### config.mk
export PLATFORM = sky130hd
export DESIGN_NAME = fft_frame_sequencer
export DESIGN_NICKNAME = d
export VERILOG_FILES = /design/src/rtl/fft_seq_pkg.sv /design/src/rtl/fft_frame_sequencer.sv
export SDC_FILE = /design/constraint.sdc
export NUM_CORES = 1
export LEC_CHECK = 0
export BUFFER_PORTS_ARGS = -buffer_cell sky130_fd_sc_hd__buf_2
export CAP_MARGIN = 30
export CORE_MARGIN = 2
export CORE_UTILIZATION = 38
export CTS_CLUSTER_DIAMETER = 200
export DETAILED_ROUTE_END_ITERATION = 12
export SYNTH_ARGS = -nofsm -noshare
export SYNTH_HDL_FRONTEND = slang
export SYNTH_SLANG_ARGS = --single-unit
### constraint.sdc
create_clock -name clk -period 10.2 [get_ports clk]
set_input_delay 0.51 -clock clk [delete_from_list [all_inputs] [get_ports clk]]
set_output_delay 0.51 -clock clk [all_outputs]
set_load 0.02 [all_outputs]
### src/rtl/fft_seq_pkg.sv
// Shared constants and state encoding for the FFT frame sequencer.
package fft_seq_pkg;
  localparam int FFT_FRAME_LEN = 256;
  localparam int FFT_CORE_N    = 8;
  localparam int FFT_DATA_W    = 12;
  localparam int FFT_ADDR_W    = $clog2(FFT_FRAME_LEN);
  localparam int FFT_BLOCKS    = FFT_FRAME_LEN / FFT_CORE_N;
  localparam int FFT_TIMEOUT   = 64;

  typedef enum logic [2:0] {IDLE, LOAD, ISSUE, WAIT, STORE, DONE} fft_seq_state_t;
endpackage

### src/rtl/fft_frame_sequencer.sv
// Walks one frame through the shared 8-point FFT core block by block,
// writing core outputs to the result buffer in block-natural bin order.
//
// state | meaning
// IDLE  | waiting for start
// LOAD  | 9 cycles: issue 8 sample reads, capture returning data
// ISSUE | pulse core_in_valid with the loaded block
// WAIT  | wait for core_out_valid, bounded by TIMEOUT
// STORE | 8 cycles: write one bin per cycle
// DONE  | one-cycle frame completion pulse
module fft_frame_sequencer
  import fft_seq_pkg::*;
#(
  parameter int FRAME_LEN = FFT_FRAME_LEN,
  parameter int CORE_N    = FFT_CORE_N,
  parameter int DATA_W    = FFT_DATA_W,
  parameter int TIMEOUT   = FFT_TIMEOUT,
  localparam int ADDR_W   = $clog2(FRAME_LEN),
  localparam int BUS_W    = CORE_N * DATA_W
) (
  input  logic              clk,
  input  logic              rst,
  input  logic              start,
  output logic              busy,
  output logic              done,
  output logic              err,
  output logic              smp_rd_en,
  output logic [ADDR_W-1:0] smp_rd_addr,
  input  logic [DATA_W-1:0] smp_rd_data,
  output logic [BUS_W-1:0]  core_x,
  output logic              core_in_valid,
  input  logic [BUS_W-1:0]  core_y_r,
  input  logic [BUS_W-1:0]  core_y_i,
  input  logic              core_out_valid,
  output logic              res_we,
  output logic [ADDR_W-1:0] res_addr,
  output logic [DATA_W-1:0] res_real,
  output logic [DATA_W-1:0] res_imag
);
  localparam int BLOCKS = FRAME_LEN / CORE_N;
  localparam int BLK_W  = (BLOCKS > 1) ? $clog2(BLOCKS) : 1;
  localparam int SLOT_W = $clog2(CORE_N + 1);
  localparam int TMO_W  = (TIMEOUT > 1) ? $clog2(TIMEOUT) : 1;

  fft_seq_state_t    state_q, state_d;
  logic [BLK_W-1:0]  block_q, block_d;
  logic [SLOT_W-1:0] slot_q, slot_d;
  logic [TMO_W-1:0]  tmo_q, tmo_d;
  logic [BUS_W-1:0]  x_q, x_d, yr_q, yr_d, yi_q, yi_d;
  logic              err_q, err_d;
  logic [ADDR_W-1:0] smp_addr_q, smp_addr_d, res_addr_q, res_addr_d;
  logic [DATA_W-1:0] res_real_q, res_real_d, res_imag_q, res_imag_d;
  logic [ADDR_W-1:0] addr_cur;

  assign addr_cur = ADDR_W'(block_q) * ADDR_W'(CORE_N) + ADDR_W'(slot_q);

  // Both banks are shift registers: the first sample captured lands in slot 0,
  // and STORE always emits the LSB slot, so no slot indexing is needed.
  always_comb begin
    state_d       = state_q;
    block_d       = block_q;
    slot_d        = slot_q;
    tmo_d         = tmo_q;
    x_d           = x_q;
    yr_d          = yr_q;
    yi_d          = yi_q;
    err_d         = err_q;
    smp_addr_d    = smp_addr_q;
    res_addr_d    = res_addr_q;
    res_real_d    = res_real_q;
    res_imag_d    = res_imag_q;
    smp_rd_en     = 1'b0;
    core_in_valid = 1'b0;
    res_we        = 1'b0;
    done          = 1'b0;
    case (state_q)
      IDLE: begin
        if (start) begin
          err_d   = 1'b0;
          block_d = '0;
          slot_d  = '0;
          state_d = LOAD;
        end
      end
      LOAD: begin
        if (slot_q < SLOT_W'(CORE_N)) begin
          smp_rd_en  = 1'b1;
          smp_addr_d = addr_cur;
        end
        if (slot_q != '0) x_d = {smp_rd_data, x_q[BUS_W-1:DATA_W]};
        if (slot_q == SLOT_W'(CORE_N)) begin
          slot_d  = '0;
          state_d = ISSUE;
        end else begin
          slot_d = slot_q + 1'b1;
        end
      end
      ISSUE: begin
        core_in_valid = 1'b1;
        tmo_d         = TMO_W'(TIMEOUT - 1);
        state_d       = WAIT;
      end
      WAIT: begin
        if (core_out_valid) begin
          yr_d    = core_y_r;
          yi_d    = core_y_i;
          state_d = STORE;
        end else if (tmo_q == '0) begin
          err_d   = 1'b1;
          state_d = DONE;
        end else begin
          tmo_d = tmo_q - 1'b1;
        end
      end
      STORE: begin
        res_we     = 1'b1;
        res_addr_d = addr_cur;
        res_real_d = yr_q[DATA_W-1:0];
        res_imag_d = yi_q[DATA_W-1:0];
        yr_d       = yr_q >> DATA_W;
        yi_d       = yi_q >> DATA_W;
        if (slot_q == SLOT_W'(CORE_N - 1)) begin
          slot_d = '0;
          if (block_q == BLK_W'(BLOCKS - 1)) begin
            state_d = DONE;
          end else begin
            block_d = block_q + 1'b1;
            state_d = LOAD;
          end
        end else begin
          slot_d = slot_q + 1'b1;
        end
      end
      DONE: begin
        done    = 1'b1;
        state_d = IDLE;
      end
      default: state_d = IDLE;
    endcase
  end

  always_ff @(posedge clk or posedge rst) begin
    if (rst) begin
      state_q    <= IDLE;
      block_q    <= '0;
      slot_q     <= '0;
      tmo_q      <= '0;
      x_q        <= '0;
      yr_q       <= '0;
      yi_q       <= '0;
      err_q      <= 1'b0;
      smp_addr_q <= '0;
      res_addr_q <= '0;
      res_real_q <= '0;
      res_imag_q <= '0;
    end else begin
      state_q    <= state_d;
      block_q    <= block_d;
      slot_q     <= slot_d;
      tmo_q      <= tmo_d;
      x_q        <= x_d;
      yr_q       <= yr_d;
      yi_q       <= yi_d;
      err_q      <= err_d;
      smp_addr_q <= smp_addr_d;
      res_addr_q <= res_addr_d;
      res_real_q <= res_real_d;
      res_imag_q <= res_imag_d;
    end
  end

  assign busy        = (state_q != IDLE);
  assign err         = err_q;
  assign core_x      = x_q;
  assign smp_rd_addr = smp_addr_d;
  assign res_addr    = res_addr_d;
  assign res_real    = res_real_d;
  assign res_imag    = res_imag_d;
endmodule

## Yosys cells after proc, flatten, opt, wreduce, memory -nomap -nowiden

Index checks and enable logic that the tools add are counted.

- Add/sub/neg operators: 4
- $lt $le $gt $ge: 1
- Equal/unequal tests: 17
- Mux-type cells: 36
- Reductions and logical operators: 16

Operators with widths:

| kind | number |
|---|---|
| $pmux 96 s2 | 2 |
| $mux 96 | 2 |
| $mux 12 | 2 |
| $mux 8 | 3 |
| $mux 3 | 6 |
| $ne 2x2->1 const B | 8 |
| $mux 5 | 3 |
| $pmux 3 s5 | 1 |
| $mux 4 | 3 |
| $mux 6 | 2 |
| $pmux 4 s3 | 1 |
| $pmux 6 s2 | 1 |
| $reduce_and 4->1 | 3 |
| $pmux 5 s2 | 1 |
| $add 8x4->8 | 1 |
| $mux 1 | 8 |
| $reduce_bool 2->1 | 4 |
| $eq 3x2->1 const B | 2 |
| $eq 3x3->1 const B | 2 |
| $logic_not 6->1 | 1 |
| $reduce_and 2->1 | 3 |
| $reduce_bool 3->1 | 2 |
| $sub 6x1->6 const B | 1 |
| $add 5x1->5 const B | 1 |
| 11 further kinds | 11 |

- Flip-flop bits (word level): 347
- Output and inout port bits: 142

## Longest topological paths before layout

- Word-level depth: 4
- Depth in mapped cells: 8

## Least setup slack after synthesis

OpenSTA, ideal clock, no wires.

- Path kind: reg2out
- From: reg state_q[1]
- To: out res_addr[5]
- Arrival time: 1.837 ns
- Data required time: 9.690 ns
- Slack: 7.853 ns
- Cell stages (with the launch flop): 6
- Path buffers: 3
- Cell sequence: dfrtp_1 > or3b_1 > buf_2 > clkbuf_1 > buf_2 > o21ai_0

- Cells in the longest elaborated chain, start to end: 2

Ends and longest elaborated chain:

| item | RTL line | source |
|---|---|---|
| start, declared | fft_frame_sequencer.sv:45 | `fft_seq_state_t state_q, state_d;` |
| start signal, assigned | fft_frame_sequencer.sv:157 | `state_q <= state_d;` |
| $eq 3x3->1 | fft_frame_sequencer.sv:76 | `case (state_q)` |
| $mux 8 | fft_frame_sequencer.sv:76 |  |
| end, declared | fft_frame_sequencer.sv:36 | `output logic [ADDR_W-1:0] res_addr,` |

No other way between the ends.

## Final worst setup path

- From: reg state_q[2]
- To: out res_addr[0]

Same word-level chain as after synthesis.

==> flow_summary.json <==
{
  "synth.net_count": 1545,
  "async_reset_ff_share_pct": 100.0,
  "ant_nets": 0,
  "comb_power_share_pct": 36.5,
  "cp_top_family": "buffers and inverters",
  "swShare_pct": 37.76,
  "maxCapViolations": 0,
  "cts_root_buf": "clkbuf_16",
  "first_global_vias": 10590,
  "path_clk_slew_ns": 0.06,
  "cts.sinks": 347,
  "synth.distinct_cells": 49,
  "die_h_um": 195.9,
  "drc": 0,
  "slew_viol_final": 0,
  "fin_area_mm2": 0.01733,
  "met3_length_um": 2519,
  "wl_um": 36210,
  "synth_edf_count": 0,
  "avgSynthCellArea_um2": 10.53,
  "num-nets-final": 1862,
  "finalHoldViolations": 0,
  "grt_usage_pct": 18.44,
  "vias_per_cell": 5.034,
  "setup_tns_ns": 0,
  "area_growth_syn_to_layout_pct": 23.83,
  "core_area_mm2": 0.03643,
  "drt-met1-wl_um": 16100,
  "ir_drop_uv": 141.0,
  "dp_slack_ns": 6.925,
  "num_io_pins": 350,
  "syn_area_mm2": 0.01399,
  "vias": 10800,
  "antenna_found_initial": 16,
  "htree_num_levels": 2,
  "fin_util_pct": 47.56,
  "max_stage_delay_ns": 0.66,
  "setup_violations": 0,
  "grt_start_max_net_pins": 101,
  "yosys_warnings": 0,
  "switchingPower_mw": 2.227,
  "max_freq_mhz": 292.1,
  "insertion_delay_ns": 0.52,
  "placed_area_mm2": 0.01607,
  "place_hpwl_um": 24160,
  "hold_buffers": 0,
  "synthFlopType": "dfrtp_1",
  "slew_headroom_pct": 29.38,
  "die-area_mm2": 0.03837,
  "fin_crit_sh_pct": 33.56,
  "routabilityCongestion": 0.8003,
  "tightest_slew_ns": 1.046,
  "postSynthCellCount": 1329,
  "top_layer": "met5",
  "layout-drive-gt1-share_pct": 31.71,
  "critPathCaptureType": "output pin",
  "worstPathCellList": "or3b_4, buf_4, buf_16, o21ai_0, buf_2",
  "layout_commonest_cell": "buf_2",
  "grt_pass1_wl_um": 57120,
  "hold_path_class": "in -> async",
  "cp_slowest_cell": "or3b_4",
  "setup_slack_ns": 6.777,
  "p_leak_nw": 8.257,
  "status": "finished clean",
  "fin_skew_ns": 0.01545,
  "cp_max_fo": 97,
  "drt_iter0_drc": 659,
  "hold-worst-slack_ns": 0.08260,
  "drtPass1Iterations": 4,
  "die_w_um": 195.9,
  "ys_ff_latch": 347,
  "wl_per_cell_um": 16.88,
  "finalNonFillerCells": 2145,
  "clockPowerShare_pct": 22.3,
  "seq_power_share_pct": 41.2,
  "tritoncts": "built",
  "power.total_mw": 5.898,
  "io_buffers": 349,
  "rows": 70,
  "cts-buffers-inserted": 38,
  "path_buf_inv": 3,
  "rsz0062_at_grt": "false",
  "start_util_pct": 38.41,
  "dp.cells": 2072,
  "layout_min_cycle_time_ns": 3.423,
  "wl_met2_um": 16630,
  "cts_resized": 0,
  "cp.arrival_ns": 2.91,
  "final_cell_mix": "buf_2 (349), nor2_1 (348), dfrtp_1 (347)",
  "cp-start-kind": "flip-flop",
  "internal_power_mw": 3.671,
  "ys_seq_area_share_pct": 62.05,
  "power.density_mw_per_mm2": 340.4,
  "crit_required_ns": 9.69,
  "worstSetupPathType": "reg -> out",
  "clockBufferDepth": 3,
  "gr-total-overflow": 0,
  "cts_setup_buffers": 0
}
==> layout make-up <==
cell class	count	area (um2)
fillers	3433	19110
flip-flops and latches	347	8683
multi-input cells	881	4857
repair buffers	364	1939
clock buffers	55	1116
well taps	468	585.6
clock inverters	7	63.81
inverters	14	60.06
diodes	9	22.52
==> path summary, 6_finish.rpt <==
kind,from,slack [ns],cells after the start,to
hold / removal,rst,0.08,2,core_x[65]
max in group asynchronous,rst,8.26,5,yi_q[21]
setup reg to reg,state_q[2],7.01,5,yi_q[49]
min in group clk,core_y_r[92],0.18,3,yr_q[92]
hold reg to reg,res_real_q[3],0.47,2,res_real_q[3]
setup / recovery,state_q[2],6.78,5,res_addr[0]
==> layer usage <==
layer	GRT usage (%)	vias up
met5	0	-
met4	6.089	16
met3	5.071	74
met2	29.26	350
met1	24.55	5146
li1	-	5211
==> synthesized netlist by cell type, types with 2 or more instances <==
master | n | area share, %
nor2_1 | 348 | 9.3
dfrtp_1 | 347 | 62
o22ai_1 | 166 | 7.4
nand2_1 | 150 | 4.0
mux2_2 | 101 | 8.1
buf_2 | 33 | 1.2
nand3_1 | 30 | 1.1
buf_1 | 20 | 0.54
clkbuf_1 | 18 | 0.48
buf_4 | 16 | 0.86
inv_1 | 13 | 0.35
o21ai_0 | 13 | 0.46
a21oi_1 | 9 | 0.32
ha_1 | 8 | 0.72
nor3_1 | 6 | 0.21
a31oi_1 | 4 | 0.18
a211oi_1 | 3 | 0.16
nand2b_1 | 3 | 0.13
or3_1 | 3 | 0.13
xor2_1 | 3 | 0.19
a221o_1 | 2 | 0.14
a22o_1 | 2 | 0.13
and3_1 | 2 | 0.089
nand4_1 | 2 | 0.089
o31ai_1 | 2 | 0.11
xnor2_1 | 2 | 0.13
==> state kept, by name (all words and copies together), names as in the netlist <==
signal / flops
core_x: 96
yi_q: 96
yr_q: 96
res_imag_q: 12
res_real_q: 12
res_addr_q: 8
smp_addr_q: 8
tmo_q: 6
block_q: 5
slot_q: 4
state_q: 3
err: 1
==> power by group through the flow <==
stage	combinational, mW	sequential [mW]	clock, mW
after floorplan	1.37	2.56	0
after global placement	2.11	2.43	0
after detailed placement	2.16	2.45	0
after CTS	2.17	2.43	1.35
after global routing	2.38	2.52	1.40
final	2.15	2.43	1.32
==> cell families after synthesis <==
family          share of synthesized area [%]
flops                                   62.05
fa+ha+maj                              0.7153
xor+xnor                               0.3130
buf+inv                                 3.433
simple gates                            15.80
mux                                     8.199
compound gates                          9.487
Power figures use the tool's default switching activity.
